[src/rtl/icache_pkg.sv]
// icache_pkg: shared I-cache geometry, refill FSM states and address field helpers
package icache_pkg;
  localparam int LINE_WORDS = 16;
  localparam int INDEX_W = 6;
  localparam int WORD_W = $clog2(LINE_WORDS);
  localparam int TAG_W = 32 - INDEX_W - WORD_W - 2;
  typedef enum logic [2:0] {IDLE, START, REQ, WAIT, COMMIT, FLUSH} state_e;
  function automatic logic [TAG_W-1:0] addr_tag(input logic [31:0] a);
    return a[31 -: TAG_W];
  endfunction
  function automatic logic [INDEX_W-1:0] addr_index(input logic [31:0] a);
    return a[WORD_W+2 +: INDEX_W];
  endfunction
  function automatic logic [WORD_W-1:0] addr_word(input logic [31:0] a);
    return a[2 +: WORD_W];
  endfunction
endpackage

[src/rtl/icache_word_ctr.sv]
// icache_word_ctr: loadable modulo-LINE_WORDS word counter; last flags the word before the start point
module icache_word_ctr
  import icache_pkg::*;
(
  input  logic              clk,
  input  logic              reset,
  input  logic              load,
  input  logic [WORD_W-1:0] start,
  input  logic              inc,
  output logic [WORD_W-1:0] word,
  output logic              last
);
  logic [WORD_W-1:0] first;
  always_ff @(posedge clk or negedge reset)
    if (!reset) begin
      word <= '0;
      first <= '0;
    end else if (load) begin
      word <= start;
      first <= start;
    end else if (inc) begin
      word <= word + WORD_W'(1);
    end
  assign last = (word + WORD_W'(1)) == first;
endmodule

[src/rtl/icache_refill_ctrl.sv]
// icache_refill_ctrl: I-cache line refill and full invalidation sequencer.
// ICACHE_CWF_EN: fetch critical word first and wrap; otherwise words 0..LINE_WORDS-1.
module icache_refill_ctrl
  import icache_pkg::*;
(
  input  logic               clk,
  input  logic               reset,
  input  logic               miss_valid,
  input  logic [31:0]        miss_addr,
  output logic               miss_ready,
  input  logic               flush,
  output logic               mem_req_valid,
  output logic [31:0]        mem_req_addr,
  input  logic               mem_req_ready,
  input  logic               mem_rsp_valid,
  input  logic [31:0]        mem_rsp_data,
  output logic               fill_we,
  output logic [INDEX_W-1:0] fill_index,
  output logic [WORD_W-1:0]  fill_word,
  output logic [31:0]        fill_data,
  output logic               tag_we,
  output logic [INDEX_W-1:0] tag_index,
  output logic [TAG_W-1:0]   tag_value,
  output logic               valid_bit,
  output logic               crit_valid,
  output logic [31:0]        crit_data,
  output logic               busy,
  output logic               flush_done
);
  state_e state, state_n;
  logic [TAG_W-1:0] tag;
  logic [INDEX_W-1:0] index, flush_idx;
  logic [WORD_W-1:0] crit, word, start_word;
  logic last, done, accept, take;
  assign miss_ready = reset && state == IDLE && !flush;
  assign accept = miss_valid && miss_ready;
  assign take = state == WAIT && mem_rsp_valid && !done;
`ifdef ICACHE_CWF_EN
  assign start_word = addr_word(miss_addr);
`else
  assign start_word = '0;
`endif
  icache_word_ctr u_ctr (
    .clk   (clk),
    .reset (reset),
    .load  (accept),
    .start (start_word),
    .inc   (take),
    .word  (word),
    .last  (last)
  );
  always_ff @(posedge clk or negedge reset)
    if (!reset) state <= IDLE;
    else state <= state_n;
  // done holds WAIT one extra cycle so the last fill_we lands before COMMIT's tag write
  always_ff @(posedge clk or negedge reset)
    if (!reset) begin
      tag <= '0;
      index <= '0;
      crit <= '0;
      flush_idx <= '0;
      done <= 1'b0;
      fill_we <= 1'b0;
      fill_word <= '0;
      fill_data <= '0;
      crit_valid <= 1'b0;
      crit_data <= '0;
      flush_done <= 1'b0;
    end else begin
      if (accept) begin
        tag <= addr_tag(miss_addr);
        index <= addr_index(miss_addr);
        crit <= addr_word(miss_addr);
      end
      flush_idx <= state == FLUSH ? flush_idx + INDEX_W'(1) : '0;
      done <= take && last;
      fill_we <= take;
      crit_valid <= take && word == crit;
      flush_done <= state == FLUSH && &flush_idx;
      if (take) begin
        fill_word <= word;
        fill_data <= mem_rsp_data;
      end
      if (take && word == crit) crit_data <= mem_rsp_data;
    end
  always_comb begin
    state_n = state;
    mem_req_valid = 1'b0;
    tag_we = 1'b0;
    tag_index = index;
    tag_value = '0;
    valid_bit = 1'b0;
    case (state)
      IDLE:    state_n = flush ? FLUSH : accept ? START : IDLE;
      START:   begin tag_we = 1'b1; state_n = REQ; end
      REQ:     begin mem_req_valid = 1'b1; state_n = mem_req_ready ? WAIT : REQ; end
      WAIT:    state_n = done ? COMMIT : take ? (last ? WAIT : REQ) : WAIT;
      COMMIT:  begin tag_we = 1'b1; tag_value = tag; valid_bit = 1'b1; state_n = IDLE; end
      FLUSH:   begin tag_we = 1'b1; tag_index = flush_idx; state_n = &flush_idx ? IDLE : FLUSH; end
      default: state_n = IDLE;
    endcase
  end
  assign mem_req_addr = {tag, index, word, 2'b00};
  assign fill_index = index;
  assign busy = state != IDLE;
endmodule

[config.mk]
export PLATFORM = sky130hd
export DESIGN_NAME = icache_refill_ctrl
export DESIGN_NICKNAME = d
export VERILOG_FILES = /design/src/rtl/icache_pkg.sv /design/src/rtl/icache_word_ctr.sv /design/src/rtl/icache_refill_ctrl.sv
export SDC_FILE = /design/constraint.sdc
export NUM_CORES = 1
export LEC_CHECK = 0
export BUFFER_PORTS_ARGS = -buffer_cell sky130_fd_sc_hd__buf_4
export CAP_MARGIN = 20
export CELL_PAD_IN_SITES_DETAIL_PLACEMENT = 0
export CELL_PAD_IN_SITES_GLOBAL_PLACEMENT = 1
export CORE_UTILIZATION = 37
export CTS_CLUSTER_SIZE = 30
export DETAILED_ROUTE_END_ITERATION = 8
export PLACE_DENSITY_LB_ADDON = 0.1
export SLEW_MARGIN = 20
export SYNTH_ARGS = -nofsm -noshare
export SYNTH_HDL_FRONTEND = slang
export SYNTH_SLANG_ARGS = --single-unit
[constraint.sdc]
create_clock -name clk -period 2.2 [get_ports clk]
set_input_delay 0.44 -clock clk [delete_from_list [all_inputs] [get_ports clk]]
set_output_delay 0.44 -clock clk [all_outputs]
set_load 0.05 [all_outputs]
==> parameters.txt, run 1 <==
Parameter                              Value

Placement
  # port buffers ... roughly 210
  Final weighted congestion in routability-driven placement ... roughly 0.77
  DPL Wire Length ... between 7 and 8 mm
  Cell count after placement ... about 700
  Worst-case setup slack after placement ... between 0.3 and 0.4 ns

Worst setup path
  Worst path arrival time ... about 1.7 ns
  Category of the worst setup path capture point ... output port
  Cell type of the slowest stage on the worst timing path ... dfrtp_2
  Critical path's top delay family ... simple AND/OR/NAND/NOR gates
  Worst path cell trace ... or3_1 > nor3b_2 > buf_6
  CP required ... roughly 1.8 ns
  Critical path type ... reg2out
  CP Buf/Inv Count ... 1
  Maximum single-stage delay on the critical path ... about 0.46 ns
  Startpoint kind of the worst setup timing path ... register
  Crit Path Max Fanout ... 9

Logic synthesis
  Sequential cell area fraction in the yosys report ... 60.4%
  Number of enable flip-flop cells after synthesis ... 0
  Async S/R FF share, synth ... 100%
  Top-area cell type share of the netlist area ... between 60% and 70%
  Netlist Area Pre-Place ... 4760 um2
  Area leader, netlist ... dfrtp_1
  Cells after synthesis ... ~340
  Synth Warn # ... 0
  Mean instance size in the synthesized netlist ... ~14 um2
  Cells taking the most area after synthesis ... dfrtp_1 (60%), mux2_2 (23%), and2_1 (3.0%)
  Total of flip-flops plus latches after synthesis ... 115
  Dominant synthesized flop cell ... dfrtp_1
  Synth unique cells ... 33

Floorplanning
  Die area ... approximately 13000 um2
  Die width ... between 100 and 150 um
  Placeable core region ... about 13000 um2
  Number of rows in the core area ... 41
  Starting density of the core ... between 30% and 40%
  Count of pins on the block boundary ... 210
  Die Y ... roughly 120 um

Cells and area
  Layout cell share with drive strength beyond 1 ... 62.5%
  Diode insertion count for antenna repair ... 0
  Non-Filler Instances ... 737
  Total number of nets in the final design ... about 620
  Synthesis-to-finish area growth ... 49.3%
  Filler instances ... 1072
  Final core utilization ... 56.6%

Clock network
  Number of CTS-inserted buffers ... 17
  Sinks on the clock net ... approximately 120
  H-tree depth ... 4
  Maximum clock insertion buffer count ... 2
  Clock tree root driver cell ... clkbuf_16
  Clock transition time at the flip-flop clock pins of the worst setup and hold paths ... around 0.050 ns
  Clk Latency, worst-skew pair ... ~0.4 ns
  TritonCTS clock tree ... done

Timing
  Highest achievable clock rate ... 471 MHz
  Unrepaired setup endpoints after global routing ... no
  Minimum clock period after layout ... 2.12 ns
  Normalized max-slew margin ... a little over two fifths
  Final cycle utilization of the critical path ... 96.5%
  Final Skew ... between 0.007 and 0.008 ns
  Number of pins with negative max-slew slack in the final report ... 0
  Count of final setup violators ... 0
  Final Worst Setup Slack ... 0.0780 ns
  Slew of the pin with the lowest slew margin ... 0.865 ns
  Number of failing hold endpoints at the final stage ... 0

Route
  Count of routing violations after the opening detailed-route iteration ... 70
  Drt wl/cell ... 15.0 um
  Vias per cell ... around 4.6
  Total length of routed wires ... between 10 and 15 mm
  DRC violations left ... 0
  Antenna violation net count after detailed routing ... 0
  Number of iterations in the first detailed-routing pass ... 4
  Vias ... about 3400

Run status
  Run status ... finished clean

Global route
  Overall global routing resource usage ... between 10% and 20%
  Overflow after GRT ... 0
  Wire length of the first global-routing pass ... roughly 17 mm
  Largest net degree at the start of global routing ... 70
  Number of global-route vias before repair ... approximately 3400
  Number of antenna violations at the first check in global routing ... 0

Job
  Total of max-cap violations ... 0

Min path
  Tightest Hold Check Type ... in2async
worst reg2reg max path, cell delays in order (launching register included):
cell and delay, ns:
dfrtp_2 0.44, buf_4 0.17, and4bb_4 0.22, nand2_4 0.09
buf_4 0.48, mux2_2 0.44
state kept, by name (all words and copies together) (netlist names):
register    cells
crit_data      32
flush_done      1
flush_idx       6
crit_valid      1
u_ctr.word      4
fill_word       4
crit            4
fill_we         1
fill_data      32
fill_index      6
state           3
tag            20
done            1
synthesized netlist by cell type, drive strengths merged (2+ instances only):
cell and n:
and2 23, nand3 9, xnor2 5, o21ai 2, dfrtp 115, nor3b 2, nor2 10, mux2 98
a31oi 2, xor2 6, nand2 25, and3 2, nor3 2, clkbuf 4, buf 19, ha 2
a21oi 4
layer usage:
| metal | share of wire [%] | routed length [um] | track usage [%] |
|---|---|---|---|
| met4 | 1.7 | 190 | 7.71 |
| met1 | 40 | 4380 | 20.9 |
| met2 | 51 | 5630 | 27.9 |
| met3 | 7.9 | 881 | 6.90 |
| met5 | 0 | 0 | 0 |
area by class of cell:
class	count	area [um2]	area share, %
Clock buffer	19	453	6.37
Clock inverter	13	183	2.57
Inverter	1	3.75	0.0528
Multi-Input combinational cell	203	1750	24.6
Sequential cell	115	2880	40.5
Tap cell	172	215	3.03
Timing Repair Buffer	214	1620	22.8
cells by family (layout without fill, tap and decap cells):
logic type | Yosys count | count (layout) | synth area share, %
compound gates | 12 | 12 | 1.60
xor+xnor | 11 | 11 | 2.02
fa+ha+maj | 2 | 2 | 0.525
buf+inv | 24 | 247 | 3.26
flops | 115 | 115 | 60.4
mux | 98 | 98 | 23.2
other cells | 1 | 2 | 0.0787
simple gates | 78 | 78 | 8.91
metrics by stage:
step / TNS [ns] / hold WS [ns] / cell area, um2
floorplan: -0.180 / 0.144 / 4770
global placement: 0 / 0.471 / 6440
detailed placement: 0 / 0.476 / 6440
CTS: 0 / 0.178 / 7100
global route: 0 / 0.207 / 7110
finish: 0 / 0.160 / 7110
path summary, 6_finish.rpt:
kind,from,slack [ns],to,depth (start not counted)
worst max-delay path,state[0]$_DFF_PN0_,0.08,miss_ready,3
worst min-delay path,reset,0.16,state[0]$_DFF_PN0_,2
worst max register to register,state[1]$_DFF_PN0_,0.25,fill_data[16]$_DFFE_PN0P_,5
worst min register to register,done$_DFF_PN0_,0.49,state[1]$_DFF_PN0_,1
max in group asynchronous,reset,1.37,fill_data[4]$_DFFE_PN0P_,2
min in group clk,mem_rsp_data[0],0.26,crit_data[0]$_DFFE_PN0P_,2
cell usage in the layout, fill, tap and decap left out, types with 3 or more instances in the layout:
master,instances
clkbuf_16,17
nand3_1,9
nor2_1,9
dfrtp_1,112
a21oi_1,4
mux2_2,97
dfrtp_2,3
xnor2_1,5
xor2_1,6
clkinv_2,3
clkinvlp_4,4
nand2_1,24
and2_1,23
bufinv_16,4
buf_4,212
what timing repair did:
action,in CTS,in global routing
hold buffers,0,0
setup endpoints to repair,7,25
hold endpoints to repair,0,0
buffers inserted,2,0
gates cloned,0,0
gates resized for setup,4,3
Power of run 1 is not shown: default switching activity piles up to over one toggle a cycle in this logic, so the estimate is an artifact.
==> run 2, diff against run 1 <==
Clock period 2.2 ns to 2.1 ns, I/O delays scaled along.
==> parameters.txt, run 2 (synthesis results as in run 1) <==
Parameter                              Value

Run status
  Run status ... finished clean (unchanged)

Timing
  Normalized max-slew margin ... 38.5% (was 42.3%)
  Final cycle utilization of the critical path ... a little over nine tenths
  Minimum clock period after layout ... roughly 2.0 ns
  Unrepaired setup endpoints after global routing ... yes (was no)
  Final Skew ... 0.00629 ns (was 0.00724 ns)
  Count of final setup violators ... 0 (unchanged)
  Setup total negative slack ... 0 ns (unchanged)
  Number of pins with negative max-slew slack in the final report ... 0 (unchanged)
  Number of failing hold endpoints at the final stage ... 0 (unchanged)
  Highest achievable clock rate ... 490 MHz
  Final Worst Setup Slack ... 0.0577 ns (was 0.0780 ns)
  Slew of the pin with the lowest slew margin ... 0.922 ns (was 0.865 ns)

Route
  Total length of routed wires ... 11.2 mm (was 11.1 mm)
  Vias per cell ... 4.65 (was 4.62)
  Antenna violation net count after detailed routing ... 0 (unchanged)
  Vias ... 3431 (was 3405)
  DRC violations left ... 0 (unchanged)
  Drt wl/cell ... 15.1 um (was 15.0 um)
  Number of iterations in the first detailed-routing pass ... 5 (was 4)
  Count of routing violations after the opening detailed-route iteration ... 121 (was 70)

Cells and area
  Commonest non-fill, non-tap cell in the layout ... buf_4 (unchanged)
  Layout cell share with drive strength beyond 1 ... 62.7% (was 62.5%)
  Synthesis-to-finish area growth ... 49.0% (was 49.3%)
  Total number of nets in the final design ... 626 (was 624)
  Diode insertion count for antenna repair ... 0 (unchanged)
  Most frequent cells in the layout ... buf_4 (213), dfrtp_1 (112), mux2_2 (97), nand2_1 (24), and2_1 (23) (was buf_4 (212), dfrtp_1 (112), mux2_2 (97), nand2_1 (24), and2_1 (23))
  Registers with the most flip-flops ... crit_data: 32 flops, fill_data: 32 flops, tag: 20 flops (unchanged)
  Filler instances ... 1104 (was 1072)

Floorplanning
  Die area ... 13300 um2 (unchanged)
  Count of pins on the block boundary ... 210 (unchanged)
  Die Y ... 115 um (unchanged)
  Die width ... 115 um (unchanged)
  Starting density of the core ... 37.9% (unchanged)
  Number of rows in the core area ... 41 (unchanged)
  Placeable core region ... 12600 um2 (unchanged)

Worst setup path
  Category of the worst setup path capture point ... output port (unchanged)
  CP required ... 1.68 ns (was 1.76 ns)
  Cell type of the slowest stage on the worst timing path ... dfrtp_2 (unchanged)
  Crit Path Max Fanout ... 6 (was 9)
  CP Buf/Inv Count ... 1 (unchanged)
  Startpoint kind of the worst setup timing path ... register (unchanged)
  Maximum single-stage delay on the critical path ... 0.44 ns (was 0.46 ns)
  Worst path arrival time ... 1.62 ns (was 1.68 ns)
  Critical path type ... reg2out (unchanged)
  Critical path's top delay family ... simple AND/OR/NAND/NOR gates (unchanged)
  Worst path cell trace ... or3_4 > nor3b_2 > buf_6 (was or3_1 > nor3b_2 > buf_6)

Global route
  Wire length of the first global-routing pass ... 17.3 mm (about the same)
  Number of antenna violations at the first check in global routing ... 0 (unchanged)
  Overflow after GRT ... 0 (unchanged)
  Overall global routing resource usage ... 17.4% (was 17.5%)
  Largest net degree at the start of global routing ... 74 (was 70)
  Number of global-route vias before repair ... 3437 (was 3399)

Clock network
  Clock transition time at the flip-flop clock pins of the worst setup and hold paths ... 0.05 ns (about the same)
  Clk Latency, worst-skew pair ... 0.41 ns (about the same)
  Clock tree root driver cell ... clkbuf_16 (unchanged)
  Count of hold buffers inserted by post-cts repair ... 0 (unchanged)
  Number of CTS-inserted buffers ... 17 (unchanged)
  H-tree depth ... 4 (unchanged)
  Sinks on the clock net ... 115 (unchanged)
  Maximum clock insertion buffer count ... 2 (unchanged)
  TritonCTS clock tree ... done (unchanged)

Placement
  # port buffers ... 205 (unchanged)
  DPL Wire Length ... 7.90 mm (was 7.83 mm)
  Final weighted congestion in routability-driven placement ... 0.770 (was 0.766)
  Worst-case setup slack after placement ... 0.196 ns (was 0.311 ns)

Min path
  Tightest Hold Check Type ... in2async (unchanged)

Job
  Total of max-cap violations ... 0 (unchanged)
run 2: final timing paths:
path / from / endpoint / slack (ns) / cells past startpoint
setup / recovery: state[1]$_DFF_PN0_ / miss_ready / 0.06 / 3
hold / removal: reset / state[1]$_DFF_PN0_ / 0.11 / 2
setup reg to reg: state[1]$_DFF_PN0_ / fill_data[4]$_DFFE_PN0P_ / 0.16 / 5
hold reg to reg: done$_DFF_PN0_ / state[1]$_DFF_PN0_ / 0.48 / 1
max in group asynchronous: reset / fill_data[6]$_DFFE_PN0P_ / 1.23 / 2
min in group clk: mem_rsp_data[0] / crit_data[0]$_DFFE_PN0P_ / 0.24 / 2
run 2: layer usage:
layer / vias to the layer above / GRT usage (%) / wire, um
li1: 1595 / - / -
met1: 1692 / 20.0 / 4390
met2: 121 / 28.1 / 5640
met3: 23 / 6.80 / 863
met4: 0 / 9.44 / 275
met5: - / 0 / 0
run 2: final cells by class:
type                            instances  area [um2]  share of cell area, %
Clock buffer                           22         484                   6.83
Clock inverter                          9         104                   1.46
Inverter                                1        3.75                 0.0529
Multi-Input combinational cell        203        1760                   24.9
Sequential cell                       115        2880                   40.6
Tap cell                              172         215                   3.03
Timing Repair Buffer                  216        1640                   23.1
run 2: per-stage QoR:
| step | hold slack, ns | instances | utilization [%] | instance area [um2] |
|---|---|---|---|---|
| final | 0.110 | 738 | 56.4 | 7090 |
| after floorplan | 0.124 | 342 | - | 4770 |
| after global placement | 0.471 | 704 | 51.3 | 6450 |
| after CTS | 0.134 | 736 | 56.2 | 7060 |
| after detailed placement | 0.478 | 704 | 51.3 | 6450 |
| after global routing | 0.169 | 738 | 56.4 | 7090 |
run 2: timing repair:
item	4_1_cts	5_1_grt
pin swaps	1	0
gates resized for setup	6	4
setup buffers	1	2
endpoints found under the hold margin	0	0
setup endpoints to repair	27	31
Power of run 2 is left out for the same reason.
==> run 3, diff against run 2 <==
Settings changed: SYNTH_HIERARCHICAL from default to 1.
==> parameters.txt, run 3 <==
Parameter                              Value

Floorplanning
  Die area ... 13900 um2 (was 13300 um2)
  Die width ... 118 um (was 115 um)
  Starting density of the core ... 38.6% (was 37.9%)
  Count of pins on the block boundary ... 210 (unchanged)
  Die Y ... 118 um (was 115 um)
  Placeable core region ... 12800 um2 (was 12600 um2)
  Number of rows in the core area ... 41 (unchanged)

Logic synthesis
  Dominant synthesized flop cell ... dfrtp_1 (unchanged)
  Cells after synthesis ... 348 (was 341)
  Number of enable flip-flop cells after synthesis ... 0 (unchanged)
  Synth unique cells ... 33 (unchanged)
  Netlist Area Pre-Place ... 4950 um2 (was 4760 um2)
  Total of flip-flops plus latches after synthesis ... 119 (was 115)
  Synth Warn # ... 6 (was 0)
  Mean instance size in the synthesized netlist ... 14.2 um2 (was 14.0 um2)
  Area leader, netlist ... dfrtp_1 (unchanged)
  Most numerous cell types in the synthesized netlist ... dfrtp_1 (119), mux2_2 (106), and2_1 (21) (was dfrtp_1 (115), mux2_2 (97), nand2_1 (24))
  Sequential cell area fraction in the yosys report ... 60.1% (was 60.4%)
  Cells taking the most area after synthesis ... dfrtp_1 (60%), mux2_2 (24%), and2_1 (2.7%) (was dfrtp_1 (60%), mux2_2 (23%), and2_1 (3.0%))
  Async S/R FF share, synth ... 100% (unchanged)
  Top-area cell type share of the netlist area ... 60.1% (was 60.4%)
  Most frequently used cell type in the post-synthesis netlist ... dfrtp_1 (unchanged)

Clock network
  Sinks on the clock net ... 119 (was 115)
  Clock transition time at the flip-flop clock pins of the worst setup and hold paths ... 0.05 ns (about the same)
  Maximum clock insertion buffer count ... 2 (unchanged)
  Clk Latency, worst-skew pair ... 0.41 ns (about the same)
  H-tree depth ... 4 (unchanged)
  Number of CTS-inserted buffers ... 17 (unchanged)
  Clock tree root driver cell ... clkbuf_16 (unchanged)
  TritonCTS clock tree ... done (unchanged)

Global route
  GR Util met2 ... 29.1% (was 28.1%)
  Wire length of the first global-routing pass ... 19.2 mm (was 17.3 mm)
  Number of antenna violations at the first check in global routing ... 0 (unchanged)
  Global-route layer with the greatest usage ... met2 (unchanged)
  Overflow after GRT ... 0 (unchanged)
  Fraction of met3 tracks used by global routing ... 4.99% (was 6.80%)
  Number of global-route vias before repair ... 3607 (was 3437)
  Overall global routing resource usage ... 18.1% (was 17.4%)
  Largest net degree at the start of global routing ... 65 (was 74)
  Global Route met1 Usage ... 22.7% (was 20.0%)

Min path
  Tightest Hold Check Type ... in2async (unchanged)

Timing
  Final cycle utilization of the critical path ... 102% (was 97.3%)
  Slew of the pin with the lowest slew margin ... 0.830 ns (was 0.922 ns)
  Number of failing hold endpoints at the final stage ... 0 (unchanged)
  Minimum clock period after layout ... 2.14 ns (was 2.04 ns)
  Number of pins with negative max-slew slack in the final report ... 0 (unchanged)
  Highest achievable clock rate ... 468 MHz (was 490 MHz)
  Final Skew ... 0.00621 ns (was 0.00629 ns)
  Unrepaired setup endpoints after global routing ... yes (unchanged)
  Final Worst Setup Slack ... -0.0366 ns (was 0.0577 ns)
  Count of final setup violators ... 7 (was 0)
  Normalized max-slew margin ... 44.7% (was 38.5%)

Worst setup path
  CP Buf/Inv Count ... 3 (was 1)
  Startpoint kind of the worst setup timing path ... register (unchanged)
  Cell type of the slowest stage on the worst timing path ... dfrtp_1 (was dfrtp_2)
  Most frequent CP cell ... buf_6
  Worst path arrival time ... 1.72 ns (was 1.62 ns)
  Critical path's top delay family ... buffers and inverters (was simple AND/OR/NAND/NOR gates)
  Crit Path Max Fanout ... 8 (was 6)
  Critical path type ... reg2out (unchanged)
  Category of the worst setup path capture point ... output port (unchanged)
  Maximum single-stage delay on the critical path ... 0.39 ns (was 0.44 ns)
  CP required ... 1.68 ns (about the same)
  Setup slack on the worst flop-to-flop path ... 0.02 ns (was 0.16 ns)
  Worst path cell trace ... buf_6 > nand3b_1 > buf_6 > mux2_2 > buf_8 (was or3_4 > nor3b_2 > buf_6)

Route
  Drt wl/cell ... 15.7 um (was 15.1 um)
  Vias ... 3557 (was 3431)
  Vias per cell ... 4.62 (was 4.65)
  DRC violations left ... 0 (unchanged)
  Total length of routed wires ... 12.1 mm (was 11.2 mm)
  Number of iterations in the first detailed-routing pass ... 4 (was 5)
  Count of routing violations after the opening detailed-route iteration ... 134 (was 121)
  Antenna violation net count after detailed routing ... 0 (unchanged)

Cells and area
  Final core utilization ... 60.8% (was 56.4%)
  Non-Filler Instances ... 770 (was 738)
  Diode insertion count for antenna repair ... 0 (unchanged)
  Filler instances ... 1112 (was 1104)
  Layout cell share with drive strength beyond 1 ... 64.5% (was 62.7%)
  Total number of nets in the final design ... 657 (was 626)
  Synthesis-to-finish area growth ... 57.3% (was 49.0%)
  Registers with the most flip-flops ... crit_data: 32 flops, fill_data: 32 flops, tag: 20 flops (unchanged)
  Final instance area ... 7800 um2 (was 7090 um2)
  Commonest non-fill, non-tap cell in the layout ... buf_4 (unchanged)
  Most frequent cells in the layout ... buf_4 (196), dfrtp_1 (118), mux2_2 (87), buf_6 (32), and2_1 (20) (was buf_4 (213), dfrtp_1 (112), mux2_2 (97), nand2_1 (24), and2_1 (23))

Placement
  DPL Wire Length ... 7.95 mm (was 7.90 mm)
  Final weighted congestion in routability-driven placement ... 0.764 (was 0.770)
  Cell count after placement ... 724 (was 704)
  Post-Place Cell Area ... 6760 um2 (was 6450 um2)
  # port buffers ... 205 (unchanged)

Run status
  Violated checks ... setup timing
  Run status ... finished, violations left (was finished clean)

Power and ir drop
  Final Total Pwr ... about 15 mW
  PwrDens ... 1900 nW/um2
  Leakage power total ... ~3.8 nW
  Max rail drop VDD ... roughly 0.89 mV

Job
  Total of max-cap violations ... 0 (unchanged)
==> run 3: cell types whose count changed after synthesis, moves of 3 or more <==
cell and delta:
nand2_1 -17, o21ai_0 +4, a21oi_1 -3, xnor2_1 +7, mux2_2 +9, nor2_1 +3
inv_1 +5, dfrtp_1 +4, nand3_1 -5
==> run 3: layout make-up <==
| cell class | count | area [um2] | area share (%) |
|---|---|---|---|
| repair buffers | 237 | 2010 | 25.8 |
| flip-flops and latches | 119 | 2980 | 38.2 |
| well taps | 172 | 215 | 2.76 |
| multi-input cells | 204 | 1930 | 24.7 |
| clock buffers | 18 | 439 | 5.63 |
| inverters | 6 | 27.5 | 0.353 |
| clock inverters | 14 | 198 | 2.54 |
==> run 3: power breakdown <==
group	switching (mW)	leakage (nW)	internal, mW
Clock	1.05	0.307	2.03
Combinational	4.99	2.01	2.83
Sequential	0.600	1.48	3.29
==> run 3: cell families (layout without fill, tap and decap cells) <==
family	after synthesis	in the layout	synth area share [%]
flip-flops	119	119	60.1
XOR/XNOR	17	17	3.00
multiplexers	107	107	24.3
buffers and inverters	31	275	3.71
AO/OA/AOI/OAI	13	13	1.69
adder cells (fa/ha/maj)	2	2	0.505
other	1	7	0.0757
AND/OR/NAND/NOR	58	58	6.62
==> run 3: stage by stage <==
step | TNS, ns | worst slack [ns] | hold WS (ns)
3_5_place_dp | -2.21 | -0.0656 | 0.495
4_1_cts | -0.839 | -0.0561 | 0.208
2_1_floorplan | -0.00920 | -0.00920 | 0.124
6_report | -0.198 | -0.0366 | 0.194
3_3_place_gp | -2.22 | -0.0468 | 0.488
5_1_grt | -2.44 | -0.108 | 0.221
==> run 3: worst paths after layout <==
| kind | startpoint | to | depth (start not counted) |
|---|---|---|---|
| min in group clk | mem_req_ready | state[0]$_DFF_PN0_ | 2 |
| setup / recovery | state[1]$_DFF_PN0_ | tag_index[0] | 5 |
| setup reg to reg | state[2]$_DFF_PN0_ | crit_data[9]$_DFFE_PN0P_ | 6 |
| hold / removal | reset | tag[3]$_DFFE_PN0P_ | 2 |
| max in group asynchronous | reset | u_ctr/word[0]$_DFFE_PN0P_ | 2 |
| hold reg to reg | fill_word[3]$_DFFE_PN0N_ | fill_word[3]$_DFFE_PN0N_ | 1 |
==> run 3: worst reg2reg max path, cell delays in order (launching register included) <==
cell	delay, ns
dfrtp_1	0.39
buf_4	0.14
or4b_4	0.56
nor3_4	0.22
buf_12	0.16
clkbuf_16	0.18
mux2_4	0.31
==> run 3: layer usage <==
layer  up-vias  routed length, um
met1      1755               5230
met2       118               6120
li1       1669                  -
met4         0                178
met3        15                588
met5         -                  0
==> run 3: what timing repair did <==
action,in CTS,in global routing
setup buffers,5,5
gates resized for setup,36,26
hold buffers,0,0
endpoints found under the setup margin,79,83
pin swaps,3,5
gates cloned,2,2
Note: power is estimated with default switching activity, not from simulation.
